===== src/rtl/onchip_mem_loader.sv =====
// Packs a framed byte stream little-endian into 32-bit words, writes them to on-chip memory, then
// optionally reads the image back and checksums it. A write follows its last byte by one cycle; in_ready drops while memory is busy.
module onchip_mem_loader #(
  parameter int ADDR_WIDTH = 10,
  parameter int BASE_ADDR  = 0,
  parameter bit VERIFY     = 1'b1
) (
  input  logic                  clk,
  input  logic                  reset,
  input  logic [7:0]            in_data,
  input  logic                  in_valid,
  output logic                  in_ready,
  input  logic                  in_sop,
  input  logic                  in_eop,
  output logic [ADDR_WIDTH-1:0] mem_address,
  output logic [3:0]            mem_byteenable,
  output logic                  mem_chipselect,
  output logic                  mem_write,
  output logic [31:0]           mem_writedata,
  input  logic [31:0]           mem_readdata,
  output logic                  mem_clken,
  output logic                  busy,
  output logic                  done,
  output logic                  overflow,
  output logic                  verify_error,
  output logic [ADDR_WIDTH:0]   word_count
);

  localparam int CW = ADDR_WIDTH + 1;
  localparam logic [CW-1:0]         CAPACITY = CW'((1 << ADDR_WIDTH) - BASE_ADDR);
  localparam logic [ADDR_WIDTH-1:0] BASE     = ADDR_WIDTH'(BASE_ADDR);

  typedef enum logic [2:0] {
    S_IDLE,
    S_LOAD,
    S_WRITE,
    S_VERIFY,
    S_DONE
  } state_t;

  localparam state_t POST_STATE = VERIFY ? S_VERIFY : S_DONE;

  state_t        state;
  state_t        state_nxt;
  logic [1:0]    lane;
  logic [31:0]   word_buf;
  logic          pkt_end;
  logic [31:0]   wsum;
  logic [31:0]   rsum;
  logic [3:0]    last_be;
  logic [CW-1:0] rd_issued;
  logic          rd_vld;

  logic          accept;
  logic          full;
  logic          word_last;
  logic [31:0]   word_merged;
  logic [3:0]    be_merged;
  logic [31:0]   rd_masked;

  always_comb begin
    accept      = in_valid && in_ready;
    full        = (word_count == CAPACITY);
    word_last   = (lane == 2'd3) || in_eop;
    word_merged = word_buf | ({24'd0, in_data} << {lane, 3'b000});
    case (lane)
      2'd0:    be_merged = 4'b0001;
      2'd1:    be_merged = 4'b0011;
      2'd2:    be_merged = 4'b0111;
      default: be_merged = 4'b1111;
    endcase
    rd_masked = mem_readdata & {{8{last_be[3]}}, {8{last_be[2]}}, {8{last_be[1]}}, {8{last_be[0]}}};

    state_nxt = state;
    case (state)
      S_IDLE: begin
        if (accept && in_sop) state_nxt = in_eop ? S_WRITE : S_LOAD;
      end
      S_LOAD: begin
        if (accept) begin
          // Once memory is full the rest of the packet is swallowed up to EOP.
          if (full) begin
            if (in_eop) state_nxt = POST_STATE;
          end else if (word_last) begin
            state_nxt = S_WRITE;
          end
        end
      end
      S_WRITE:  state_nxt = pkt_end ? POST_STATE : S_LOAD;
      S_VERIFY: if (!mem_chipselect) state_nxt = S_DONE;
      S_DONE:   state_nxt = S_IDLE;
      default:  state_nxt = S_IDLE;
    endcase
  end

  always_ff @(posedge clk) begin
    if (reset) begin
      state          <= S_IDLE;
      in_ready       <= 1'b0;
      mem_address    <= BASE;
      mem_byteenable <= 4'b0000;
      mem_chipselect <= 1'b0;
      mem_write      <= 1'b0;
      mem_writedata  <= 32'd0;
      mem_clken      <= 1'b0;
      busy           <= 1'b0;
      done           <= 1'b0;
      overflow       <= 1'b0;
      verify_error   <= 1'b0;
      word_count     <= '0;
      lane           <= 2'd0;
      word_buf       <= 32'd0;
      pkt_end        <= 1'b0;
      wsum           <= 32'd0;
      rsum           <= 32'd0;
      last_be        <= 4'b0000;
      rd_issued      <= '0;
      rd_vld         <= 1'b0;
    end else begin
      state          <= state_nxt;
      in_ready       <= (state_nxt == S_IDLE) || (state_nxt == S_LOAD);
      busy           <= (state_nxt == S_LOAD) || (state_nxt == S_WRITE) || (state_nxt == S_VERIFY);
      done           <= (state_nxt == S_DONE);
      mem_clken      <= 1'b1;
      mem_chipselect <= 1'b0;
      mem_write      <= 1'b0;
      mem_byteenable <= 4'b0000;
      rd_vld         <= (state == S_VERIFY) && mem_chipselect;

      case (state)
        S_IDLE: begin
          if (accept && in_sop) begin
            overflow     <= 1'b0;
            verify_error <= 1'b0;
            word_count   <= '0;
            wsum         <= 32'd0;
            pkt_end      <= in_eop;
            mem_address  <= BASE;
            if (!in_eop) begin
              word_buf <= {24'd0, in_data};
              lane     <= 2'd1;
            end
          end
        end
        S_LOAD: begin
          if (accept) begin
            if (full) begin
              overflow <= 1'b1;
            end else begin
              pkt_end <= in_eop;
              if (word_last) begin
                word_buf <= 32'd0;
                lane     <= 2'd0;
              end else begin
                word_buf <= word_merged;
                lane     <= lane + 2'd1;
              end
            end
          end
        end
        S_WRITE: begin
          word_count <= word_count + 1'b1;
          wsum       <= wsum + mem_writedata;
        end
        S_VERIFY: begin
          if (mem_chipselect) begin
            if (rd_vld) rsum <= rsum + mem_readdata;
            if (rd_issued != word_count) begin
              mem_chipselect <= 1'b1;
              mem_byteenable <= 4'b1111;
              mem_address    <= BASE + rd_issued[ADDR_WIDTH-1:0];
              rd_issued      <= rd_issued + 1'b1;
            end
          end else begin
            // Only the final word can be partial, and it is the one returning now.
            verify_error <= (rsum + rd_masked) != wsum;
          end
        end
        default: ;
      endcase

      if (state_nxt == S_WRITE) begin
        mem_chipselect <= 1'b1;
        mem_write      <= 1'b1;
        mem_writedata  <= word_merged;
        mem_byteenable <= be_merged;
        last_be        <= be_merged;
        mem_address    <= (state == S_IDLE) ? BASE : BASE + word_count[ADDR_WIDTH-1:0];
      end

      if ((state_nxt == S_VERIFY) && (state != S_VERIFY)) begin
        mem_chipselect <= 1'b1;
        mem_byteenable <= 4'b1111;
        mem_address    <= BASE;
        rd_issued      <= CW'(1);
        rsum           <= 32'd0;
      end
    end
  end

endmodule

===== config.mk =====
export PLATFORM = sky130hd
export DESIGN_NAME = onchip_mem_loader
export DESIGN_NICKNAME = d
export VERILOG_FILES = /design/src/rtl/onchip_mem_loader.sv
export SDC_FILE = /design/constraint.sdc
export NUM_CORES = 1
export LEC_CHECK = 0
export BUFFER_PORTS_ARGS = -buffer_cell sky130_fd_sc_hd__buf_2
export CORE_MARGIN = 2
export CORE_UTILIZATION = 35
export CTS_CLUSTER_DIAMETER = 60
export DETAILED_ROUTE_END_ITERATION = 12
export SYNTH_ARGS = -nofsm -noshare
export SYNTH_HDL_FRONTEND = slang
export SYNTH_SLANG_ARGS = --single-unit

===== constraint.sdc =====
create_clock -name clk -period 6.2 [get_ports clk]
set_input_delay 0.93 -clock clk [delete_from_list [all_inputs] [get_ports clk]]
set_output_delay 0.93 -clock clk [all_outputs]
set_load 0.01 [all_outputs]

==> impl_metrics.py, run 1 <==
metrics = {
    "worst_setup_path": {
        "worstRegToRegCells": 13,
        "worstPathArrival_ns": 4.41,
        "worstSetupPathType": "in -> reg",
        "path_max_fanout": 4,
        "critPathCaptureType": "flop",
        "cp-start-kind": "input pin",
        "cp.required_ns": 6.54,
    },
    "global_routing": {
        "antenna_found_initial": 0,
        "grt_pass1_vias": 11508,
        "grt_max_degree": 75,
        "track_usage_pct": 21.5,
        "grt_remaining_overflow": 0,
        "grt_pass1_wl_um": 64400,
    },
    "finish": {
        "final_nets": 1820,
        "final_cells": 2147,
        "final_common_cell": "a21oi_1",
        "final_layout_size_suffix_gt1_share_pct": 10.3,
        "fin_util_pct": 39.6,
        "final_area_um2": 14100,
        "layout_common_cells": "a21oi_1, nor2_1, dfxtp_1, nand2_1, buf_2",
        "fill_cells": 3709,
        "syn2layout_area_growth_pct": 11.2,
        "insertedDiodeCount": 0,
    },
    "sta": {
        "drv_slew": 0,
        "min_period_over_period_pct": 65.7,
        "hold_viol": 0,
        "rsz0062_at_grt": "false",
        "post-route-min-period_ns": 4.07,
        "setup_viol": 0,
        "tightest_slew_ns": 1.16,
        "fin_worst_skew_ns": 0.0229,
        "max_slew_margin_pct": 21.4,
        "max_freq_mhz": 246,
        "tns_ns": 0,
    },
    "power_and_ir_drop": {
        "peakVddDrop_uv": 194,
        "seq_power_share_pct": 46.5,
        "powerDensity_nw_per_um2": 185,
        "swShare_pct": 28.6,
        "pwr-share-clk_pct": 44.7,
        "p_sw_w": 0.000748,
        "leakage_nw": 6.03,
        "power_w": 0.00261,
        "p_comb_share_pct": 8.8,
        "intPower_w": 0.00187,
    },
    "die": {
        "dieWidth_um": 194,
        "core-area_um2": 35700,
        "initial_utilization_pct": 35.6,
        "dieArea_um2": 37800,
        "io-pin-count": 110,
        "die_y_um": 194,
        "placementRows": 69,
    },
    "outcome": {
        "outcome": "complete, but fails checks",
        "violations": "design-rule violations",
    },
    "synthesis": {
        "syn_inst": 1625,
        "async_flop_share_pct": 0,
        "synth-seq-area-share_pct": 28.7,
        "ys_ff_latch": 182,
        "synth-edff-count": 0,
        "synth-main-ff-cell": "dfxtp_1",
        "synth_nets": 1772,
        "synth.distinct_cells": 81,
        "yosys_warnings": 0,
        "synth_area_um2": 12700,
        "syn_area_per_cell_um2": 7.81,
    },
    "place": {
        "gp_congestion": 0.947,
        "io_buffers": 109,
        "place_area_um2": 13500,
        "hpwlAfterDp_um": 31700,
        "dp.cells": 2115,
    },
    "clock_tree": {
        "postCtsSetupBuffers": 0,
        "cts_hold_buffers": 0,
        "cts_buffer_depth": 2,
        "cts_resized": 0,
        "cts_buffers": 17,
        "cts_root_buf": "clkbuf_16",
        "tritoncts": "built",
        "cts_sinks": 182,
        "clk_latency_ns": 0.47,
        "cts.htree.levels": 4,
        "clk_pin_slew_ns": 0.07,
    },
    "min_path": {
        "hp-class": "reg -> reg",
        "hold_depth": 2,
    },
    "route": {
        "ant_nets": 0,
        "wl_per_cell_um": 19.1,
        "met1_length_um": 19200,
        "viasPerCell": 5.69,
        "top_layer_used": "met4",
        "wl_met2_um": 18300,
        "first_iter_violations": 746,
        "dr.pass1.iters": 9,
        "vias": 12210,
        "drt_wl_total_um": 40900,
        "met3_length_um": 2230,
        "drc": 6,
    },
    "job": {
        "max_cap_violations": 0,
    },
}
## power groups by stage
| stage | registers (W) | clock network [W] | logic, W |
|---|---|---|---|
| 5_1_grt | 0.00122 | 0.00124 | 0.000255 |
| 6_report | 0.00121 | 0.00117 | 0.000230 |
| 4_1_cts | 0.00121 | 0.00120 | 0.000230 |
| 3_3_place_gp | 0.00124 | 0 | 0.000226 |
| 2_1_floorplan | 0.00124 | 0 | 0.000147 |
| 3_5_place_dp | 0.00124 | 0 | 0.000228 |
## synth_stat cells (all sizes together) (3+ instances only)
| master | n | share of area (%) |
|---|---|---|
| o221ai | 5 | 0.34 |
| inv | 38 | 1.1 |
| o22ai | 4 | 0.20 |
| and4 | 8 | 0.56 |
| nand2 | 115 | 3.4 |
| o311ai | 3 | 0.27 |
| ha | 99 | 9.8 |
| a31oi | 14 | 0.69 |
| a22oi | 25 | 1.5 |
| a211oi | 64 | 3.8 |
| nor2b | 13 | 0.64 |
| o21ai | 62 | 2.4 |
| clkbuf | 74 | 2.5 |
| or2 | 8 | 0.39 |
| xnor2 | 51 | 3.5 |
| nand3 | 60 | 2.4 |
| o21bai | 19 | 1.1 |
| nor4 | 17 | 0.84 |
| a21o | 49 | 3.0 |
| a2111oi | 4 | 0.28 |
| and4b | 3 | 0.24 |
| buf | 13 | 0.57 |
| a21boi | 8 | 0.50 |
| nand2b | 17 | 0.84 |
| dfxtp | 182 | 29 |
| o211ai | 9 | 0.53 |
| or3 | 10 | 0.50 |
| o21a | 17 | 1.1 |
| o41ai | 3 | 0.21 |
| nor3b | 7 | 0.41 |
| and3 | 19 | 0.99 |
| nor4b | 5 | 0.34 |
| o31ai | 12 | 0.71 |
| nor3 | 37 | 1.5 |
| xor2 | 53 | 3.7 |
| fa | 3 | 0.47 |
| a21oi | 197 | 7.8 |
| or4 | 6 | 0.35 |
| a311oi | 6 | 0.55 |
| nor2 | 183 | 5.4 |
| nand4 | 22 | 1.1 |
| mux2i | 11 | 0.87 |
| and2 | 39 | 1.9 |
| nand3b | 6 | 0.35 |
## critical path, cell delays in order
cell      delay (ns)
buf_2           0.10
and2_1          0.15
ha_1            0.21
fa_1            0.40
a21oi_1         0.17
o21bai_1        0.13
a221oi_1        0.70
or2_1           0.25
o31ai_1         0.14
or3_1           0.39
a311oi_1        0.27
nand4_1         0.17
nor4_1          0.34
nor2_1          0.06
## metrics by stage
step | hold WS (ns) | setup WS, ns
5_1_grt | 0.497 | 1.98
2_1_floorplan | 0.438 | 2.50
3_5_place_dp | 0.455 | 1.80
6_report | 0.468 | 2.13
3_3_place_gp | 0.448 | 1.87
4_1_cts | 0.472 | 2.27
## final cells by class
type / count / area, um^2 / share of cell area [%]
Clock buffer: 18 / 439 / 3.11
Clock inverter: 14 / 180 / 1.28
Inverter: 39 / 146 / 1.04
Multi-Input combinational cell: 1317 / 8530 / 60.4
Sequential cell: 182 / 3640 / 25.8
Tap cell: 461 / 577 / 4.09
Timing Repair Buffer: 116 / 598 / 4.24
## kinds of logic after synthesis
| group | Yosys count | share of synthesized area, % |
|---|---|---|
| mux | 12 | 0.956 |
| simple gates | 579 | 22.4 |
| fa+ha+maj | 102 | 10.2 |
| flops | 182 | 28.7 |
| xor+xnor | 104 | 7.18 |
| compound gates | 520 | 26.3 |
| buf+inv | 126 | 4.23 |
## final timing paths
kind | startpoint | to | slack, ns
hold / removal | word_buf[30] | word_buf[30] | 0.47
hold reg to reg | word_buf[30] | word_buf[30] | 0.47
setup reg to reg | last_be[0] | verify_error | 2.24
setup / recovery | mem_readdata[0] | verify_error | 2.13
## routing by layer
layer,track usage (%),vias to the layer above
li1,-,6032
met1,29.1,5790
met2,34.4,337
met3,3.71,51
met4,7.55,0
met5,0,-
## state kept, by name, indices dropped and copies added, names as in the netlist, 2 cells and up
| name | flops |
|---|---|
| state | 3 |
| mem_byteenable | 3 |
| word_buf | 32 |
| mem_writedata | 32 |
| rd_issued | 11 |
| mem_address | 10 |
| last_be | 4 |
| lane | 2 |
| rsum | 32 |
| word_count | 11 |
| wsum | 32 |
No activity file was read; power rests on OpenSTA's default activity.
==> run 2, diff against run 1 <==
==> constraint.sdc (replaced) <==
create_clock -name clk -period 4.1 [get_ports clk]
set_input_delay 0.615 -clock clk [delete_from_list [all_inputs] [get_ports clk]]
set_output_delay 0.615 -clock clk [all_outputs]
set_load 0.01 [all_outputs]
==> impl_metrics.py, run 2 (synthesized netlist as in run 1, its figures left out) <==
metrics = {
    "worst_setup_path": {
        "crit_start": "last_be[0]",
        "cp.required_ns": 4.44,
        "worstRegToRegCells": 14,
        "reg2reg_from": "last_be[0]",
        "r2r_slack_ns": 0.30,
        "cp-start-kind": "flop",
        "path_max_fanout": 9,
        "critPathCaptureType": "flop",
        "r2r_end": "verify_error",
        "worstSetupPathType": "reg -> reg",
        "worstPathArrival_ns": 4.14,
    },
    "global_routing": {
        "grt_remaining_overflow": 0,
        "track_usage_pct": 21.6,
        "grt_pass1_vias": 11771,
        "grt_max_degree": 70,
        "antenna_found_initial": 1,
        "grt_pass1_wl_um": 64700,
    },
    "clock_tree": {
        "postCtsSetupBuffers": 0,
        "tritoncts": "built",
        "cts_buffer_depth": 2,
        "cts.htree.levels": 4,
        "cts_root_buf": "clkbuf_16",
        "cts_resized": 0,
        "clk_pin_slew_ns": 0.07,
        "clk_latency_ns": 0.49,
        "cts_hold_buffers": 0,
        "cts_buffers": 17,
        "cts_sinks": 182,
    },
    "finish": {
        "fin_util_pct": 40.1,
        "insertedDiodeCount": 0,
        "final_nets": 1842,
        "final_common_cell": "a21oi_1",
        "syn2layout_area_growth_pct": 12.5,
        "layout_common_cells": "a21oi_1, nor2_1, dfxtp_1, nand2_1, buf_2",
        "final_layout_size_suffix_gt1_share_pct": 11.4,
    },
    "min_path": {
        "hp-class": "in -> reg",
        "hold_end": "pkt_end",
        "hold_depth": 3,
        "holdCritStartpoint": "in_eop",
    },
    "sta": {
        "max_freq_mhz": 263,
        "drv_slew": 0,
        "tightest_slew_ns": 1.11,
        "setup_viol": 0,
        "post-route-min-period_ns": 3.80,
        "min_period_over_period_pct": 92.7,
        "holdWs_ns": 0.458,
        "hold_viol": 0,
        "fin_worst_skew_ns": 0.0416,
        "tns_ns": 0,
        "max_slew_margin_pct": 25.3,
        "rsz0062_at_grt": "false",
    },
    "die": {
        "dieWidth_um": 194,
        "placementRows": 69,
        "io-pin-count": 110,
        "initial_utilization_pct": 35.6,
        "core-area_um2": 35700,
        "dieArea_um2": 37800,
        "die_y_um": 194,
    },
    "power_and_ir_drop": {
        "powerDensity_nw_per_um2": 275,
        "seq_power_share_pct": 46.7,
        "leakage_nw": 6.13,
        "peakVddDrop_uv": 290,
        "swShare_pct": 28.6,
        "p_sw_w": 0.00112,
        "pwr-share-clk_pct": 44.3,
        "p_comb_share_pct": 9.0,
        "intPower_w": 0.00281,
    },
    "place": {
        "gp_congestion": 0.941,
        "hpwlAfterDp_um": 32000,
        "io_buffers": 109,
    },
    "route": {
        "ant_nets": 0,
        "vias": 12158,
        "first_iter_violations": 892,
        "drt_wl_total_um": 41000,
        "wl_per_cell_um": 18.9,
        "drc": 6,
        "dr.pass1.iters": 10,
        "viasPerCell": 5.61,
    },
    "job": {
        "max_cap_violations": 0,
    },
    "outcome": {
        "outcome": "complete, but fails checks",
        "violations": "design-rule violations",
    },
}
run 2: power groups by stage:
stage | sequential [W] | clock [W] | combinational [W]
finish | 0.00184 | 0.00174 | 0.000352
global route | 0.00184 | 0.00184 | 0.000391
CTS | 0.00184 | 0.00179 | 0.000351
detailed placement | 0.00188 | 0 | 0.000350
global placement | 0.00188 | 0 | 0.000347
floorplan | 0.00187 | 0 | 0.000222
run 2: routing by layer:
| layer | GRT usage (%) | wire, um | vias to the layer above |
|---|---|---|---|
| li1 | - | - | 6085 |
| met1 | 29.2 | 19400 | 5699 |
| met2 | 34.8 | 18400 | 313 |
| met3 | 3.21 | 2050 | 61 |
| met4 | 7.95 | 1130 | 0 |
| met5 | 0 | 0 | - |
run 2: cell type report:
type | instances | area, um^2
sequential | 182 | 3640
tap | 461 | 577
fill | 3718 | 21400
clock buffer | 18 | 429
timing repair buffer | 138 | 776
multi-input combinational | 1317 | 8530
clock inverter | 14 | 186
inverter | 39 | 146
run 2: stage by stage:
step	setup WS, ns	std cells	area [um^2]	total power (W)
after global placement	0.177	2137	13700	0.00222
final	0.300	2169	14300	0.00393
after floorplan	0.712	1625	12700	0.00209
after CTS	0.370	2169	14300	0.00397
after detailed placement	0.146	2137	13700	0.00223
after global routing	0.0868	2169	14300	0.00407
run 2: worst max path at each step:
stage | endpoint | slack [ns] | cells after the start
final | verify_error | 0.30 | 14
after global routing | verify_error | 0.09 | 13
after CTS | verify_error | 0.37 | 14
after detailed placement | verify_error | 0.15 | 15
after global placement | verify_error | 0.18 | 14
after floorplan | verify_error | 0.71 | 13
run 2: worst max-delay path: stages, from the launching register on:
cell and delay, ns:
dfxtp_1 0.53, and2_1 0.20, ha_1 0.19, fa_1 0.23, a21oi_1 0.08, o21bai_1 0.28, a221oi_1 0.14, buf_4 0.17
or2_1 0.26, o31a_1 0.31, a211oi_1 0.30, o22ai_1 0.12, or4_1 0.48, nor4_1 0.33, nor2_1 0.06
